[config.mk]
export PLATFORM = sky130hd
export DESIGN_NAME = bus_transfer_arbiter
export DESIGN_NICKNAME = d
export VERILOG_FILES = /design/src/rtl/bus_transfer_arbiter.sv
export SDC_FILE = /design/constraint.sdc
export NUM_CORES = 1
export LEC_CHECK = 0
export ABC_AREA = 1
export CORE_MARGIN = 5
export CORE_UTILIZATION = 40
export CTS_BUF_LIST = sky130_fd_sc_hd__clkbuf_4
export DETAILED_ROUTE_END_ITERATION = 8
export PLACE_DENSITY = 0.73
export SKIP_LAST_GASP = 1
export SLEW_MARGIN = 20
export SYNTH_ARGS = -nofsm -noshare
export SYNTH_HDL_FRONTEND = slang
export SYNTH_SLANG_ARGS = --single-unit
[constraint.sdc]
create_clock -name clk -period 2.45 [get_ports clk]
set_input_delay 0.49 -clock clk [delete_from_list [all_inputs] [get_ports clk]]
set_output_delay 0.49 -clock clk [all_outputs]
set_load 0.01 [all_outputs]
[src/rtl/bus_transfer_arbiter.sv]
// Round-robin sequencer for the shared 16-bit register bus.
// One register-to-register move at a time: drive, latch, done.
module bus_transfer_arbiter #(
    parameter int N_REQ = 4,
    parameter int SEL_W = 3,
    localparam int N_REG = 2 ** SEL_W,
    localparam int PW = (N_REQ > 1) ? $clog2(N_REQ) : 1
) (
    input  logic                   clk,
    input  logic                   reset,
    input  logic [N_REQ-1:0]       req,
    input  logic [N_REQ*SEL_W-1:0] src_sel,
    input  logic [N_REQ*SEL_W-1:0] dst_sel,
    output logic [N_REQ-1:0]       grant,
    output logic [N_REQ-1:0]       done,
    output logic [N_REG-1:0]       read_en,
    output logic [N_REG-1:0]       write_en,
    output logic                   busy
);

    typedef enum logic [1:0] {
        S_IDLE,
        S_DRIVE,
        S_LATCH,
        S_DONE
    } state_t;

    state_t state, nxt_state;

    logic [PW-1:0]    ptr, nxt_ptr;
    logic [PW-1:0]    win_q, nxt_win;
    logic [SEL_W-1:0] src_q, nxt_src;
    logic [SEL_W-1:0] dst_q, nxt_dst;

    logic [SEL_W-1:0] src_arr [N_REQ];
    logic [SEL_W-1:0] dst_arr [N_REQ];

    logic          found;
    logic [PW-1:0] pick;
    logic [PW-1:0] idx;

    logic [N_REQ-1:0] grant_n, done_n;
    logic [N_REG-1:0] read_n, write_n;
    logic             busy_n;

    for (genvar i = 0; i < N_REQ; i++) begin : g_unpack
        assign src_arr[i] = src_sel[i*SEL_W +: SEL_W];
        assign dst_arr[i] = dst_sel[i*SEL_W +: SEL_W];
    end

    // First requester at or after the pointer, wrapping around.
    always_comb begin
        found = 1'b0;
        pick  = '0;
        idx   = '0;
        for (int k = 0; k < N_REQ; k++) begin
            idx = PW'((int'(ptr) + k) % N_REQ);
            if (!found && req[idx]) begin
                found = 1'b1;
                pick  = idx;
            end
        end
    end

    always_comb begin
        nxt_state = state;
        nxt_ptr   = ptr;
        nxt_win   = win_q;
        nxt_src   = src_q;
        nxt_dst   = dst_q;
        unique case (state)
            S_IDLE: begin
                if (found) begin
                    nxt_state = S_DRIVE;
                    nxt_win   = pick;
                    nxt_src   = src_arr[pick];
                    nxt_dst   = dst_arr[pick];
                    nxt_ptr   = PW'((int'(pick) + 1) % N_REQ);
                end
            end
            S_DRIVE: nxt_state = S_LATCH;
            S_LATCH: nxt_state = S_DONE;
            S_DONE:  nxt_state = S_IDLE;
            default: nxt_state = S_IDLE;
        endcase
    end

    // Outputs are decoded from the next state so they can be registered.
    always_comb begin
        grant_n = '0;
        done_n  = '0;
        read_n  = '0;
        write_n = '0;
        busy_n  = (nxt_state != S_IDLE);
        unique case (nxt_state)
            S_DRIVE: begin
                grant_n[nxt_win] = 1'b1;
                read_n[nxt_src]  = 1'b1;
            end
            S_LATCH: begin
                grant_n[nxt_win] = 1'b1;
                read_n[nxt_src]  = 1'b1;
                write_n[nxt_dst] = 1'b1;
            end
            S_DONE: begin
                grant_n[nxt_win] = 1'b1;
                done_n[nxt_win]  = 1'b1;
            end
            default: ;
        endcase
    end

    always_ff @(posedge clk) begin
        if (reset) begin
            state    <= S_IDLE;
            ptr      <= '0;
            win_q    <= '0;
            src_q    <= '0;
            dst_q    <= '0;
            grant    <= '0;
            done     <= '0;
            read_en  <= '0;
            write_en <= '0;
            busy     <= 1'b0;
        end else begin
            state    <= nxt_state;
            ptr      <= nxt_ptr;
            win_q    <= nxt_win;
            src_q    <= nxt_src;
            dst_q    <= nxt_dst;
            grant    <= grant_n;
            done     <= done_n;
            read_en  <= read_n;
            write_en <= write_n;
            busy     <= busy_n;
        end
    end

endmodule

## Word-level counts from Yosys, hierarchy flattened

Cells that the tools add are included.

- Register bits: 37
- Input port bits: 30

- Add/subtract/negate cells: 4
- Order comparisons: 11
- Eq/ne operators: 6
- Muxes and demuxes: 36
- Bitwise gates (word level): 5
- Reduce and logical (&&, ||, !) cells: 18

Operators by type and width:

| cell | count |
|---|---|
| $mux 3 | 8 |
| $lt 2x3->1 const B | 5 |
| $mux 2 | 7 |
| $bmux 3 s2 | 2 |
| $mux 1 | 11 |
| $reduce_or 2->1 | 5 |
| $bmux 1 s2 | 4 |
| $eq 2x2->1 const B | 4 |
| $lt 3x4->1 const B | 2 |
| $pmux 2 s4 | 1 |
| $demux 1 s3 | 2 |
| $ge 3x1->1 const B | 2 |
| $logic_and 1x1->1 | 6 |
| $add 2x1->2 const B | 2 |
| $add 2x2->2 const B | 2 |
| $eq 2x1->1 const B | 2 |
| $not 1->1 | 4 |
| $ge 3x3->1 const B | 1 |
| $logic_not 1->1 | 3 |
| $not 2->3 | 1 |
| $reduce_or 3->1 | 1 |
| $demux 1 s2 | 1 |
| $ge 2x1->1 const B | 1 |
| $logic_not 2->1 | 1 |
| 2 further kinds | 2 |

## Logic depth before layout (Yosys ltp)

Gate-level depths: netlist (run 1).

- Depth in word-level cells: 22
- Gate-level depth with buffers: 17
- Mapped depth without buffers: 16

## Worst setup path before layout (run 1)

No wires, ideal clock.

- Path kind: input to register
- Start point: in req[3]
- End point: reg read_en[0]
- Library setup time: 0.118 ns
- Arrival time: 1.763 ns
- Setup slack: 0.569 ns
- Stages: 12
- Path buffers: 0
- Cell sequence: inv_1 -> nand2_1 -> nand3_1 -> nand2_2 -> nor2_4 -> nand3b_1 -> o22ai_1 -> ha_1 -> inv_1 -> nor2_1 -> nand4_1 -> nor2_1

- Cells in the longest elaborated chain, start to end: 22
- Elaborated cells between the ends (all ways): 40
- Classes of those cells: order compare (2); eq/ne (2); mux (25); bitwise (2); reduce/logical (9)

Ends and longest elaborated chain:

| element | RTL line | source |
|---|---|---|
| start, declared | 11 | `input logic [N_REQ-1:0] req,` |
| $bmux 1 s2 | 58 | `if (!found && req[idx]) begin` |
| $mux 1 (not written as such) | 58 |  |
| $mux 1 | 58 |  |
| $logic_not 1->1 | 58 |  |
| $logic_and 1x1->1 | 58 |  |
| $mux 1 | 58 |  |
| $logic_not 1->1 | 58 |  |
| $logic_and 1x1->1 | 58 |  |
| (+5 left out) | -- |  |
| $bmux 3 s2 | 76 | `nxt_src = src_arr[pick];` |
| $mux 3 (not written as such) (2 in series) | 76 |  |
| $mux 3 | 73 | `if (found) begin` |
| $mux 3 | 71 | `unique case (state)` |
| $lt 3x4->1 (not written as such) / $ge 3x1->1 (equally long branches) | 98, 102 |  |
| $logic_and 1x1->1 (not written as such) | 98, 102 |  |
| $mux 1 (not written as such) | 98, 102 |  |
| $demux 1 s3 | 98, 102 |  |
| end signal, assigned | 133 | `read_en <= read_n;` |
| end, declared | 16 | `output logic [N_REG-1:0] read_en,` |

Parallel ways exist; a longest one is shown, timed or not. The select of a mux whose other input is x is not followed.
A chain may end at the register's enable or synchronous reset.

## Worst setup path after layout (run 1)

- Start point: reg ptr[0]
- End point: reg read_en[5]

- Cells in the longest elaborated chain, start to end: 22
- Elaborated cells between the ends (all ways): 43
- Classes of those cells: add/sub (3); order compare (2); eq/ne (2); mux (25); bitwise (2); reduce/logical (9)

Ends and longest elaborated chain:

| element | RTL line | source |
|---|---|---|
| start, declared | 30 | `logic [PW-1:0] ptr, nxt_ptr;` |
| start signal, assigned | 127 | `ptr <= nxt_ptr;` |
| parallel branches: the longest is 22 deep, another holds $add 2x1->2 | -- |  |

Parallel ways; which one is timed is not known. The select of a mux whose other input is x is not followed.

==> results of run 1 <==
## per-stage QoR
step           setup WS, ns  utilization (%)
3_5_place_dp        -0.0684             56.4
6_report              0.227             57.7
4_1_cts               0.222             57.7
2_1_floorplan         0.569                -
5_1_grt              0.0223             57.7
3_3_place_gp        -0.0461             56.4
## metal layers
metal  vias up  wire length (µm)
met2        38              2030
met1       760              1810
met4         0                50
li1        931                 -
met5         -                 0
met3         7               159
## power breakdown
group          switching [mW]  internal [mW]  total, mW  leakage (nW)
sequential             0.0693          0.771      0.840         0.302
combinational            1.29          0.874       2.16         0.875
clock                   0.197          0.108      0.305        0.0310
total                    1.56           1.75       3.31          1.21
## cell families (layout without fill, tap and decap cells)
logic type	count (synthesis)	after routing	synth area share, %
fa+ha+maj	7	7	4.80
buf+inv	45	114	10.5
simple gates	161	161	40.6
flops	37	37	40.6
compound gates	9	9	3.43
## worst max path at each step
stage               depth (start not counted)  slack, ns         end  startpoint
floorplan                                  12       0.57  read_en[0]      req[3]
global placement                           15      -0.05  read_en[7]      req[3]
detailed placement                         15      -0.07  read_en[5]      req[3]
CTS                                        15       0.22  read_en[5]      ptr[0]
global route                               15       0.02  read_en[5]      ptr[0]
finish                                     15       0.23  read_en[5]      ptr[0]
## cell usage in the layout (no fill, tap or decap), drive strengths merged
cell type	count
a31oi	2
nand2b	1
a21oi	2
nor2	40
nand2	73
nand3	29
o22ai	1
clkinvlp	1
inv	41
clkdlybuf4s50	54
dfxtp	37
nand4	3
nor3	2
nand3b	6
o21bai	1
clkbuf	5
ha	7
clkinv	2
o21ai	3
or2	7
buf	11
## flip-flops by register name, indices dropped and copies added (netlist names)
register and flops:
busy 1, done 4, dst_q 3, grant 4
ptr 2, read_en 8, src_q 3, state 2
win_q 2, write_en 8
## area by class of cell
class	instances	area, µm²
clock buffers	5	37.5
well taps	52	65.1
multi-input cells	177	891
inverters	41	154
flip-flops and latches	37	741
fillers	415	1860
clock inverters	3	17.5
repair buffers	65	623
## critical path: cells and delay by family (launching register included)
family,cells,cell delay [ns]
buffers and inverters,2,0.27
AND/OR/NAND/NOR,13,1.38
flip-flops,1,0.51
==> results by group, run 1 <==
Timing
  • Fmax: between 400 and 500 MHz
  • Relative slew margins: 73.5%
  • Pins over their slew limit: 0
  • Worst hold margin: 0.527 ns
  • Clock Skew: 0.00841 ns
  • # setup viols final: 0
  • Tmin final: 2.22 ns
  • Tcrit/Tclk final: 90.8%
  • Hold Vio Cnt, Final: 0
  • RSZ-0062 raised after global routing: false
  • Setup TNS: 0 ns
  • Slew @ Worst Pin: roughly 0.40 ns

Synthesis
  • YS warnings: 0
  • Most used flip-flop cell after synthesis: dfxtp_1
  • Most common cell in the netlist: nand2_1
  • Syn Std Cell Area: 0.00182 mm²
  • Synth area leaders: dfxtp_1 (41%), nand2_1 (13%), nor2_1 (8.0%), nand3_1 (7.7%), inv_1 (7.4%)
  • Mapped Nets: between 200 and 300
  • Seq cells post-synth: 37
  • Cell variety after synth: 26
  • Post-synth ARST share: 0%
  • Synth top cells by count: nand2_1 (63), nor2_1 (39), dfxtp_1 (37), inv_1 (36), nand3_1 (28)
  • Post-synthesis average cell area: 7.04 µm²
  • Cells after Synth: 259
  • Area leader, netlist: dfxtp_1
  • Number of flops mapped to enable cells by yosys: 0
  • Register area share after synthesis: between 40 and 50%
  • Top-area cell type share of the netlist area: 40.6%

Pwr
  • Leak: 1.21 nW
  • Pwr dens: around 1300 mW/mm²
  • Total power: 3.31 mW
  • VDD IR-drop max: 0.000738 V

CTS
  • Skew-Pair Late Insertion Delay: approximately 0.33 ns
  • PostCTS Resize Cnt: 0
  • Root Buffer: clkbuf_4
  • Clk slew on worst S/H paths: 0.11 ns
  • CTS H-tree depth: 2
  • Post-CTS Setup Bufs: 0
  • CTS tree: built
  • CTS sink cnt: 37
  • Post-CTS Hold Buffers: 0
  • Number of CTS-inserted buffers: 5
  • CTS Buffer Depth: 2

Routing
  • DRT iter0 DRCs: 88
  • Wire length per cell: 10.7 µm
  • Drt drc: 0
  • Drt pass-1 iters: 4
  • Drt via density: 4.57
  • Overall routed net length: 4.05 mm
  • Post-DRT Antenna Nets: 0
  • Vias: between 1500 and 2000

Global routing
  • Met1 GRT Util: 16.4%
  • Number of global-route vias before repair: 1649
  • M2 GR Usage: around a quarter
  • First-pass GRT wire length: between 6 and 7 mm
  • Initial antenna violation count: 0
  • Largest net degree at the start of global routing: 18
  • M3 GR Usage: 3.70%
  • GRT busiest layer: met2
  • Global Route Usage Sum: 13.9%
  • Global route overflow: 0

Critical path
  • RR Startpoint: ptr[0]
  • CP max stage cell: dfxtp_1
  • Critical path arrival: ~2.5 ns
  • WS Path Type: reg2reg
  • Worst R2R End: read_en[5]
  • Startpoint Class: flip-flop
  • Crit-path cells: buf_4 > nand2_1 > nand2_2 > nand2_1 > nand2_1 > nor2_4 > nand3_2 > nand3_1 > nand2_2 > inv_2 > nor2_1 > nand3_1 > nand3_1 > nand2_1 > nor2_1
  • R2R Setup Slk: 0.23 ns
  • Worst Setup End Kind: flip-flop
  • Reg2reg path depth: 15
  • Worst EP required: 2.72 ns
  • Crit path max fanout: 8
  • Critical Path Max Stage Delay: 0.51 ns
  • Crit-path most repeated cell: nand2_1

Layout
  • Final instance area: 0.00253 mm²
  • Layout area overhead: 38.7%
  • Diode count: 0
  • Share of layout cells above drive strength 1: 11.9%
  • Final net count: 364
  • Layout Cells excl Fill: 380

Floorplan
  • Core Region: 0.00438 mm²
  • Die Area: between 0.006 and 0.007 mm²
  • Initial core utilization: 41.6%
  • Io pins: 55
  • Die height: 77.5 µm
  • Chip width: between 70 and 80 µm
  • Num rows: 24

Hold path
  • Worst hold endpoint: src_q[0]
  • Min-delay src: src_q[0]
  • Hold path cells: 2
  • Min-Delay Path Class: reg2reg

Place
  • Placed Cells: 372
  • Routability cong.: between 0.8 and 0.9
  • Placed instance area: 0.00247 mm²
  • PortBufs: 54
  • Final HPWL DP: 3.27 mm

Outcome
  • Status: finished clean

Flow run
  • Max Cap Viol: 0
No activity file was read; power rests on OpenSTA's default activity.
==> run 2, diff against run 1 <==
Settings changed: CORE_MARGIN 5 to 8, TNS_END_PERCENT set to 10.
==> run 2 against run 1 <==
  * Clock-buffer cell count increased by 1
  * Final cell count increased by 1.3%
  * Setup slack improved by 0.024 ns
  * Clock skew decreased by 0.0029 ns
  * Sequential share of layout area decreased by 0.73 points
  * First-iteration DRC count decreased by 2.3%
  * Register-to-register slack improved by 0.05 ns
  * Critical endpoint is now read_en[7]
  * Highest routed layer unchanged
==> results by group, run 2 (same netlist as run 1, synthesis figures left out) <==
Outcome
  • Status: finished clean

Layout
  • Final instance area: around 0.0026 mm²
  • Layout area overhead: 42.5%
  • Commonest cells after routing, fill and taps aside: nand2_1 (63), clkdlybuf4s50_1 (54), nor2_1 (39)
  • Leading registers by flop count: read_en x8, write_en x8
  • Commonest non-fill, non-tap cell in the layout: nand2_1
  • Sequential cell area: 742 µm²
  • Share of layout cells above drive strength 1: around 14%
  • Diode count: 0
  • Fin util: between 50% and 60%
  • Fillers: around 400
  • Area of the multi-input gates: 897 µm²
  • Final net count: 369

Pwr
  • VDD IR-drop max: roughly 0.00068 V
  • Pwr dens: ~1400 mW/mm²
  • Leak: 1.25 nW
  • Total power: 3.55 mW

CTS
  • Post-CTS Hold Buffers: 0
  • CTS Buffer Depth: 2
  • CTS sink cnt: 37
  • Skew-Pair Late Insertion Delay: 0.33 ns
  • CTS H-tree depth: 2
  • Root Buffer: clkbuf_4
  • Clk slew on worst S/H paths: ~0.1 ns
  • CTS tree: built
  • Number of CTS-inserted buffers: 5

Timing
  • Pins over their slew limit: 0
  • Clock Skew: about 0.0055 ns
  • Tcrit/Tclk final: 89.8%
  • Hold Vio Cnt, Final: 0
  • Relative slew margins: 72.7%
  • # setup viols final: 0
  • RSZ-0062 raised after global routing: true
  • Setup TNS: 0 ns
  • Tmin final: 2.20 ns
  • Fmax: 455 MHz
  • Slew @ Worst Pin: about 0.41 ns

Global routing
  • Largest net degree at the start of global routing: 18
  • Number of global-route vias before repair: between 1500 and 2000
  • Global Route Usage Sum: around an eighth
  • First-pass GRT wire length: 7.33 mm
  • Initial antenna violation count: 0
  • Global route overflow: 0

Place
  • PortBufs: 54
  • Final HPWL DP: 3.51 mm
  • Routability cong.: 0.824
  • Placed instance area: 0.00251 mm²

Floorplan
  • Core Region: 0.00438 mm²
  • Num rows: 24
  • Chip width: 83.5 µm
  • Io pins: 55
  • Die height: around 84 µm
  • Die Area: roughly 0.007 mm²
  • Initial core utilization: a little over 40%

Critical path
  • Worst EP required: about 2.7 ns
  • CP max stage cell: clkdlybuf4s50_1
  • Critical path arrival: 2.47 ns
  • Startpoint Class: input port
  • RR Startpoint: ptr[1]
  • Worst R2R End: read_en[7]
  • WS Path Type: in2reg
  • Worst Setup End Kind: flip-flop
  • Reg2reg path depth: 14
  • CP Depth: 14
  • Buffer and inverter count on the worst path: 2
  • CP top delay family: simple AND/OR/NAND/NOR gates
  • Crit-path most repeated cell: nand3_1
  • R2R Setup Slk: between 0.2 and 0.3 ns
  • Crit-path cells: clkdlybuf4s50_1 > inv_1 > nand2_1 > nand3_1 > nand2_2 > nor2_4 > nand3_2 > nand3_1 > nand2_2 > nor2_1 > nand3_1 > nand3_1 > nand2_1 > nor2_1
  • Crit path max fanout: 4
  • Critical Path Max Stage Delay: 0.42 ns

Routing
  • Overall routed net length: approximately 4.3 mm
  • Drt pass-1 iters: 4
  • Post-DRT Antenna Nets: 0
  • Drt via density: 4.63
  • Wire length per cell: 11.2 µm
  • Drt drc: 0
  • Vias: 1782
  • DRT iter0 DRCs: 86

Hold path
  • Hold path cells: 2
  • Min-Delay Path Class: reg2reg
  • Worst hold endpoint: src_q[0]
  • Min-delay src: src_q[0]

Flow run
  • Max Cap Viol: 0
## run 2: what timing repair did
item | CTS | global route
endpoints found under the setup margin | 0 | 8
gates resized for setup | 0 | 2
setup buffers | 0 | 0
## run 2: worst max-delay path by stage
| stage | slack [ns] | from | to |
|---|---|---|---|
| 6_report | 0.25 | req[1] | read_en[7] |
| 5_1_grt | -0.02 | req[3] | read_en[5] |
| 4_1_cts | 0.21 | ptr[0] | read_en[4] |
| 3_5_place_dp | -0.11 | req[1] | read_en[0] |
| 3_3_place_gp | -0.06 | req[1] | read_en[5] |
| 2_1_floorplan | 0.57 | req[3] | read_en[0] |
## run 2: area by class of cell
cell class / instances / share of cell area [%]
tap: 52 / 2.50
multi-input combinational: 177 / 34.5
clock inverter: 2 / 1.30
inverter: 41 / 5.92
sequential: 37 / 28.6
timing repair buffer: 70 / 25.4
clock buffer: 6 / 1.73
## run 2: worst register-to-register path: stages, from the launching register on
cell,delay (ns)
dfxtp_1,0.46
inv_1,0.13
nand2_1,0.09
nand2_2,0.10
nand2_1,0.08
nand2_1,0.08
nor2_4,0.12
nand3_2,0.11
nand3_1,0.10
nand2_2,0.09
nor2_1,0.23
nand3_1,0.18
nand3_1,0.12
nand2_1,0.11
nor2_1,0.13
## run 2: routing by layer
layer | up-vias | share of wire (%) | track usage, %
met5 | - | 0 | 0
met4 | 0 | 1.7 | 5.81
met3 | 8 | 5.8 | 4.49
met2 | 38 | 49 | 21.7
met1 | 787 | 43 | 13.0
li1 | 949 | - | -
## run 2: stage by stage
step	worst slack (ns)	instances	hold WS (ns)
floorplan	0.569	259	0.481
global placement	-0.0629	377	0.507
detailed placement	-0.107	377	0.527
CTS	0.215	385	0.542
global route	-0.0152	385	0.606
finish	0.250	385	0.540
## run 2: where the power goes
part	internal (mW)	switching [mW]	total [mW]	leakage, nW
logic	0.955	1.34	2.30	0.901
registers	0.772	0.0683	0.840	0.303
clock network	0.223	0.183	0.406	0.0433
